===== src/rtl/multicycle_processor.sv =====
// Multicycle MIPS32-subset core. A single memory port is shared by fetch and
// data access. A six-state FSM (FETCH, DECODE, EXEC, MEM, WB, HALT) sequences
// each instruction.
//
// Memory handshake: while mem_req=1 the core holds mem_addr, mem_we and
// mem_wdata stable. A transaction completes on the rising edge where
// mem_req=1 and mem_ready=1. mem_rdata is only taken on that edge.
module multicycle_processor #(
  parameter logic [31:0] RESET_PC = 32'h0000_0000,
  parameter int          LANE_W   = 8
) (
  input  logic        clk,
  input  logic        reset,
  output logic [31:0] PC,
  output logic        mem_req,
  output logic        mem_we,
  output logic [31:0] mem_addr,
  output logic [31:0] mem_wdata,
  input  logic        mem_ready,
  input  logic [31:0] mem_rdata,
  output logic        halted
);

  localparam int LANES = 32 / LANE_W;

  localparam logic [5:0] OP_RTYPE = 6'b000000;
  localparam logic [5:0] OP_J     = 6'b000010;
  localparam logic [5:0] OP_JAL   = 6'b000011;
  localparam logic [5:0] OP_BEQ   = 6'b000100;
  localparam logic [5:0] OP_BNE   = 6'b000101;
  localparam logic [5:0] OP_JR    = 6'b000111;
  localparam logic [5:0] OP_ADDI  = 6'b001000;
  localparam logic [5:0] OP_PADD  = 6'b011111;
  localparam logic [5:0] OP_LW    = 6'b100011;
  localparam logic [5:0] OP_SW    = 6'b101011;

  localparam logic [5:0] F_SLLV = 6'b000100;
  localparam logic [5:0] F_SRLV = 6'b000110;
  localparam logic [5:0] F_SRAV = 6'b000111;
  localparam logic [5:0] F_ADD  = 6'b100000;
  localparam logic [5:0] F_SUB  = 6'b100010;
  localparam logic [5:0] F_AND  = 6'b100100;
  localparam logic [5:0] F_OR   = 6'b100101;
  localparam logic [5:0] F_SLT  = 6'b101010;
  localparam logic [5:0] F_PADD = 6'b010000;

  typedef enum logic [2:0] {
    S_FETCH  = 3'd0,
    S_DECODE = 3'd1,
    S_EXEC   = 3'd2,
    S_MEM    = 3'd3,
    S_WB     = 3'd4,
    S_HALT   = 3'd5
  } state_t;

  state_t      state, state_next;
  logic [31:0] ir, a_reg, b_reg, alu_out, mdr;
  logic [31:0] regs [32];

  logic [5:0]  op, funct;
  logic [4:0]  rs, rt, rd, shamt, dest;
  logic [31:0] simm, pc_plus4, alu_result, wb_data;
  logic [31:0] pk_wrap, pk_sat;
  logic        legal, is_mem, is_sw, is_ctrl, taken;

  if (LANE_W != 8 && LANE_W != 16) begin : g_bad_lane
    $error("multicycle_processor: LANE_W must be 8 or 16");
  end

  assign op       = ir[31:26];
  assign rs       = ir[25:21];
  assign rt       = ir[20:16];
  assign rd       = ir[15:11];
  assign shamt    = ir[10:6];
  assign funct    = ir[5:0];
  assign simm     = {{16{ir[15]}}, ir[15:0]};
  assign pc_plus4 = PC + 32'd4;
  assign is_sw    = (op == OP_SW);
  assign is_mem   = (op == OP_LW) || is_sw;
  assign is_ctrl  = (op == OP_BEQ) || (op == OP_BNE) || (op == OP_J) ||
                    (op == OP_JAL) || (op == OP_JR);
  assign taken    = ((op == OP_BEQ) && (a_reg == b_reg)) ||
                    ((op == OP_BNE) && (a_reg != b_reg));
  assign dest     = ((op == OP_RTYPE) || (op == OP_PADD)) ? rd : rt;
  assign wb_data  = (op == OP_LW) ? mdr : alu_out;
  assign halted   = (state == S_HALT);

  // Packed add lanes: each lane adds on its own, so no carry crosses lanes.
  for (genvar i = 0; i < LANES; i++) begin : g_lane
    logic [LANE_W:0] sum;
    assign sum = {1'b0, a_reg[i*LANE_W +: LANE_W]} + {1'b0, b_reg[i*LANE_W +: LANE_W]};
    assign pk_wrap[i*LANE_W +: LANE_W] = sum[LANE_W-1:0];
    assign pk_sat[i*LANE_W +: LANE_W]  = sum[LANE_W] ? {LANE_W{1'b1}} : sum[LANE_W-1:0];
  end

  // Decode legality: anything not listed here halts the core.
  always_comb begin
    legal = 1'b0;
    case (op)
      OP_RTYPE: begin
        case (funct)
          F_ADD, F_SUB, F_AND, F_OR, F_SLT, F_SLLV, F_SRLV, F_SRAV: legal = 1'b1;
          default: legal = 1'b0;
        endcase
      end
      OP_ADDI, OP_LW, OP_SW, OP_BEQ, OP_BNE, OP_J, OP_JAL, OP_JR: legal = 1'b1;
      OP_PADD: legal = (funct == F_PADD) && ((shamt == 5'd0) || (shamt == 5'd4));
      default: legal = 1'b0;
    endcase
  end

  // ALU: addi/lw/sw use rs + simm; R-type and packed ops use A and B.
  always_comb begin
    alu_result = a_reg + simm;
    if (op == OP_RTYPE) begin
      case (funct)
        F_ADD:   alu_result = a_reg + b_reg;
        F_SUB:   alu_result = a_reg - b_reg;
        F_AND:   alu_result = a_reg & b_reg;
        F_OR:    alu_result = a_reg | b_reg;
        F_SLT:   alu_result = {31'd0, $signed(a_reg) < $signed(b_reg)};
        F_SLLV:  alu_result = b_reg << a_reg[4:0];
        F_SRLV:  alu_result = b_reg >> a_reg[4:0];
        F_SRAV:  alu_result = $unsigned($signed(b_reg) >>> a_reg[4:0]);
        default: alu_result = a_reg + b_reg;
      endcase
    end else if (op == OP_PADD) begin
      alu_result = (shamt == 5'd4) ? pk_sat : pk_wrap;
    end
  end

  // FSM state register.
  always_ff @(posedge clk) begin
    if (!reset) state <= S_FETCH;
    else        state <= state_next;
  end

  // FSM next state and memory port drive; reset forces the port quiet.
  always_comb begin
    state_next = state;
    mem_req    = 1'b0;
    mem_we     = 1'b0;
    mem_addr   = PC;
    mem_wdata  = 32'd0;
    case (state)
      S_FETCH: begin
        mem_req = 1'b1;
        if (mem_ready) state_next = S_DECODE;
      end
      S_DECODE: state_next = legal ? S_EXEC : S_HALT;
      S_EXEC: begin
        if (is_mem)       state_next = S_MEM;
        else if (is_ctrl) state_next = S_FETCH;
        else              state_next = S_WB;
      end
      S_MEM: begin
        mem_req   = 1'b1;
        mem_addr  = alu_out;
        mem_we    = is_sw;
        mem_wdata = is_sw ? b_reg : 32'd0;
        if (mem_ready) state_next = is_sw ? S_FETCH : S_WB;
      end
      S_WB:    state_next = S_FETCH;
      S_HALT:  state_next = S_HALT;
      default: state_next = S_HALT;
    endcase
    if (!reset) begin
      mem_req   = 1'b0;
      mem_we    = 1'b0;
      mem_wdata = 32'd0;
    end
  end

  // Datapath registers, PC and register file. Reset blocks every register
  // write, so an interrupted transaction leaves no trace.
  always_ff @(posedge clk) begin
    if (!reset) begin
      PC <= RESET_PC;
    end else begin
      case (state)
        S_FETCH: if (mem_ready) ir <= mem_rdata;
        S_DECODE: begin
          a_reg <= (rs == 5'd0) ? 32'd0 : regs[rs];
          b_reg <= (rt == 5'd0) ? 32'd0 : regs[rt];
        end
        S_EXEC: begin
          alu_out <= alu_result;
          case (op)
            OP_BEQ, OP_BNE: PC <= taken ? pc_plus4 + {simm[29:0], 2'b00} : pc_plus4;
            OP_J:           PC <= {pc_plus4[31:28], ir[25:0], 2'b00};
            OP_JAL: begin
              PC       <= {pc_plus4[31:28], ir[25:0], 2'b00};
              regs[31] <= pc_plus4;
            end
            OP_JR:          PC <= a_reg;
            default: ;
          endcase
        end
        S_MEM: begin
          if (mem_ready) begin
            if (is_sw) PC  <= pc_plus4;
            else       mdr <= mem_rdata;
          end
        end
        S_WB: begin
          if (dest != 5'd0) regs[dest] <= wb_data;
          PC <= pc_plus4;
        end
        default: ;
      endcase
    end
  end

endmodule

===== config.mk =====
export PLATFORM = sky130hd
export DESIGN_NAME = multicycle_processor
export DESIGN_NICKNAME = d
export VERILOG_FILES = /design/src/rtl/multicycle_processor.sv
export SDC_FILE = /design/constraint.sdc
export NUM_CORES = 2
export LEC_CHECK = 0
export ABC_CLOCK_PERIOD_IN_PS = 15950
export BUFFER_PORTS_ARGS = -buffer_cell sky130_fd_sc_hd__buf_2
export CAP_MARGIN = 15
export CORE_MARGIN = 10
export CORE_UTILIZATION = 60
export DETAILED_ROUTE_END_ITERATION = 16
export PLACE_DENSITY = 0.77
export SYNTH_ARGS = -nofsm -noshare
export SYNTH_HDL_FRONTEND = slang
export SYNTH_SLANG_ARGS = --single-unit

===== constraint.sdc =====
create_clock -name clk -period 15.95 [get_ports clk]
set_input_delay 2.3925 -clock clk [delete_from_list [all_inputs] [get_ports clk]]
set_output_delay 2.3925 -clock clk [all_outputs]
set_load 0.02 [all_outputs]

==> impl_metrics.csv <==
group,metric,value,unit
yosys,async_set_or_reset_flop_fraction_in_the_synthesized_netlist,0,
setup_path,critical_path.n_buffers_inverters,4,
cts,post_cts_hold_fix_bufs,0,
yosys,synthDominantAreaCellType,"edfxtp_1",
power,clock_power_share,0.359,
drt,finalWirelength,248000,um
setup_path,critPathTopFamily,"buffers and inverters",
yosys,yosys_warning_total,0,
drt,wl_per_cell,37.5,um
placed_design,weighted_congestion_reported_at_the_end_of_routability_driven_placement,1.05,
setup_path,regToRegSetupSlack,10140,ps
yosys,synth.most_common_cell,"edfxtp_1",
yosys,synth_cell_type_count,83,
power,design_power_total,7.94,mW
placed_design,number_of_buffer_cells_added_on_primary_ports,133,
floorplanning,die_w,358,um
sta,setup_viol,0,
hold_path,holdPathStages,2,
finish,finalNetCount,5192,
power,p_leak,25.8,nW
floorplanning,core_area,0.114,mm^2
sta,slew_violations,0,
global_route,groute.usage.overall,0.381,
placed_design,hpwlAfterDp,153000,um
global_route,grt_antenna_before_repair,12,
cts,cts-root-buf,"clkbuf_16",
cts,worst_skew_late_latency,770,ps
power,cell_internal_pwr,5.70,mW
yosys,postSynthCellCount,4915,
finish,fin_cells,6600,
global_route,global_route.overflow_total,0,
cts,cts_setup_buffers,0,
outcome,outcome,"completed",
floorplanning,io-pin-count,134,
yosys,synth-main-ff-cell,"edfxtp_1",
hold_path,worst_hold_path_type,"register to register",
placed_design,place_area,0.0717,mm^2
setup_path,r2r.worst_path.cells,12,
yosys,syn_avg_cell_area,14.0,um^2
sta,timing.final.hold_violations,0,
finish,synthToLayoutAreaGrowth,10.1,%
drt,drc,0,
placed_design,place.detailed.instances,6377,
sta,timing.final.crit_period,6430,ps
placed_design,dpl_worst_slack,9260,ps
setup_path,crit_path_max_incr_delay,460,ps
cts,cts_htree_levels,3,
finish,multi_input_comb_area,0.0311,mm^2
drt,post_drt_via_cell_ratio,7.61,
setup_path,ordered_cell_list_for_the_critical_path,"buf_2, inv_2, buf_4, nor4_1, buf_2",
sta,fin_crit_sh,0.403,
finish,design_area,0.0756,mm^2
hold_path,hold-path-endpoint,"PC[23]",
hold_path,worst_hold_startpoint,"PC[23]",
finish,post_route_cells_drive_above_1_share,0.238,
drt,routed-via-count,50200,
yosys,ys_seq_elements,1219,
global_route,number_of_global_route_vias_before_repair,49200,
cts,clock_sink_count,1219,
setup_path,worstReg2RegStart,"ir[27]",
cts,clk_pin_slew,60,ps
yosys,portion_of_synthesized_cell_area_occupied_by_the_leading_cell_type,0.518,
yosys,yosys-top-cells-count,"1,184 x edfxtp_1, 574 x mux4_2, 360 x nand2_1, 328 x nor2_1, 275 x clkbuf_1",
finish,registers.top_by_ff_count,"regs",
finish,largest_reg_flops,1024,
power,share_comb_of_total_power,0.172,
sta,setup-tns-final,0,ps
global_route,grt_max_degree,127,
setup_path,cpMaxStageDelayCell,"buf_2",
setup_path,critPathMaxFanout,44,
run,max-cap-violations,0,
power,seqPwrFrac,0.469,
sta,max_slew_margin,0.209,
sta,tightest_slew,1180,ps
setup_path,start_kind,"primary input",
floorplanning,floorplan.initialDensity,0.602,
power,peakVddDrop,0.115,mV
floorplanning,floorplan.die.height,358,um
global_route,wire_length_of_the_first_global_routing_pass,353000,um
drt,first_iteration_detailed_routing_drc_count,8058,
power,power_switching,2.24,mW
setup_path,crit_top_cell,"buf_2",
power,power_per_cell_area,105,mW/mm^2
cts,cts-buffers-inserted,119,
setup_path,timing_worst_setup_path_type,"primary input to output pin",
sta,worst_clock_skew,100,ps
setup_path,endpoint_kind,"output pin",
power,sw_frac_of_total,0.282,
floorplanning,placement_rows,124,
yosys,seq_area_frac_synth,0.528,
setup_path,worstPathArrival,4040,ps
finish,fill_cells,7809,
setup_path,crit-reg2reg-capture,"regs[17][31]",
sta,grt_setup_unrepaired,"false",
yosys,mapped_area,0.0686,mm^2
yosys,synth-edff-count,1184,
setup_path,worst_ep_required_time,13560,ps
cts,cts_tree,"built",
yosys,synth.top_cells.by_area,"edfxtp_1 52%, mux4_2 19%, ha_1 3.0%",
drt,antenna_nets_post_route,0,
floorplanning,die_footprint,0.128,mm^2
cts,clock_tree.buffer_depth,3,
finish,register_area,0.0363,mm^2
drt,drtPass1Iterations,9,
sta,fmax,156,MHz
sta,post-route-worst-setup-slack,9520,ps
cts,post_cts_resize_count,0,
==> worst max path at each step <==
| stage | startpoint | endpoint | slack [ps] | cells after the start |
|---|---|---|---|---|
| 4_1_cts | reset | mem_wdata[31] | 9550 | 5 |
| 3_5_place_dp | reset | regs[17][0] | 9260 | 7 |
| 3_3_place_gp | reset | regs[16][8] | 9430 | 7 |
| 5_1_grt | reset | mem_wdata[31] | 9370 | 5 |
| 6_report | reset | mem_wdata[31] | 9520 | 5 |
| 2_1_floorplan | reset | a_reg[0] | 5720 | 4 |
==> worst min-delay path, delay by kind of cell (launching register included) <==
kind	cells	cell delay, ps
AOI/OAI and AO/OA	1	60
DFF	1	380
and+or+nand+nor	1	80
==> placed cells by master, fill, tap and decap left out, types with 76 or more instances in the layout <==
| cell type | n |
|---|---|
| a21oi_1 | 210 |
| buf_2 | 133 |
| buf_4 | 148 |
| clkbuf_16 | 119 |
| edfxtp_1 | 1184 |
| ha_1 | 164 |
| inv_1 | 127 |
| mux2i_1 | 196 |
| mux4_2 | 574 |
| nand2_1 | 358 |
| nor2_1 | 307 |
| o21ai_0 | 221 |
| xnor2_1 | 76 |
==> power by group through the flow <==
stage	logic, mW	clock network, mW	registers, mW
after floorplan	0.847	0	3.76
after CTS	1.33	2.86	3.72
final	1.37	2.85	3.72
after detailed placement	1.31	0	3.78
after global routing	1.43	2.98	3.72
after global placement	1.30	0	3.78
==> stage by stage <==
| step | util | hold WS, ps |
|---|---|---|
| 3_5_place_dp | 0.628 | 555 |
| 2_1_floorplan | - | 569 |
| 6_report | 0.663 | 566 |
| 4_1_cts | 0.663 | 565 |
| 3_3_place_gp | 0.628 | 539 |
| 5_1_grt | 0.663 | 579 |
==> logic make-up after synthesis <==
group / share of synthesized area
flops: 0.528
simple gates: 0.0696
compound gates: 0.0983
mux: 0.229
buf+inv: 0.0285
fa+ha+maj: 0.0319
xor+xnor: 0.0142
other cells: 0.0000546
==> routing by layer <==
metal / vias up / track usage / part of all wire
met2: 4353 / 0.587 / 0.46
li1: 20000 / - / -
met3: 948 / 0.0973 / 0.13
met4: 8 / 0.254 / 0.082
met1: 24900 / 0.479 / 0.33
met5: - / 0 / 0.00032
==> area by class of cell <==
cell class | instances | share of cell area
clock buffers | 136 | 0.0406
repair buffers | 291 | 0.0260
diodes | 2 | 0.0000662
clock inverters | 85 | 0.0111
flip-flops and latches | 1219 | 0.480
well taps | 1512 | 0.0250
inverters | 131 | 0.00651
multi-input cells | 3224 | 0.411
Note: power is estimated with default switching activity, not from simulation.
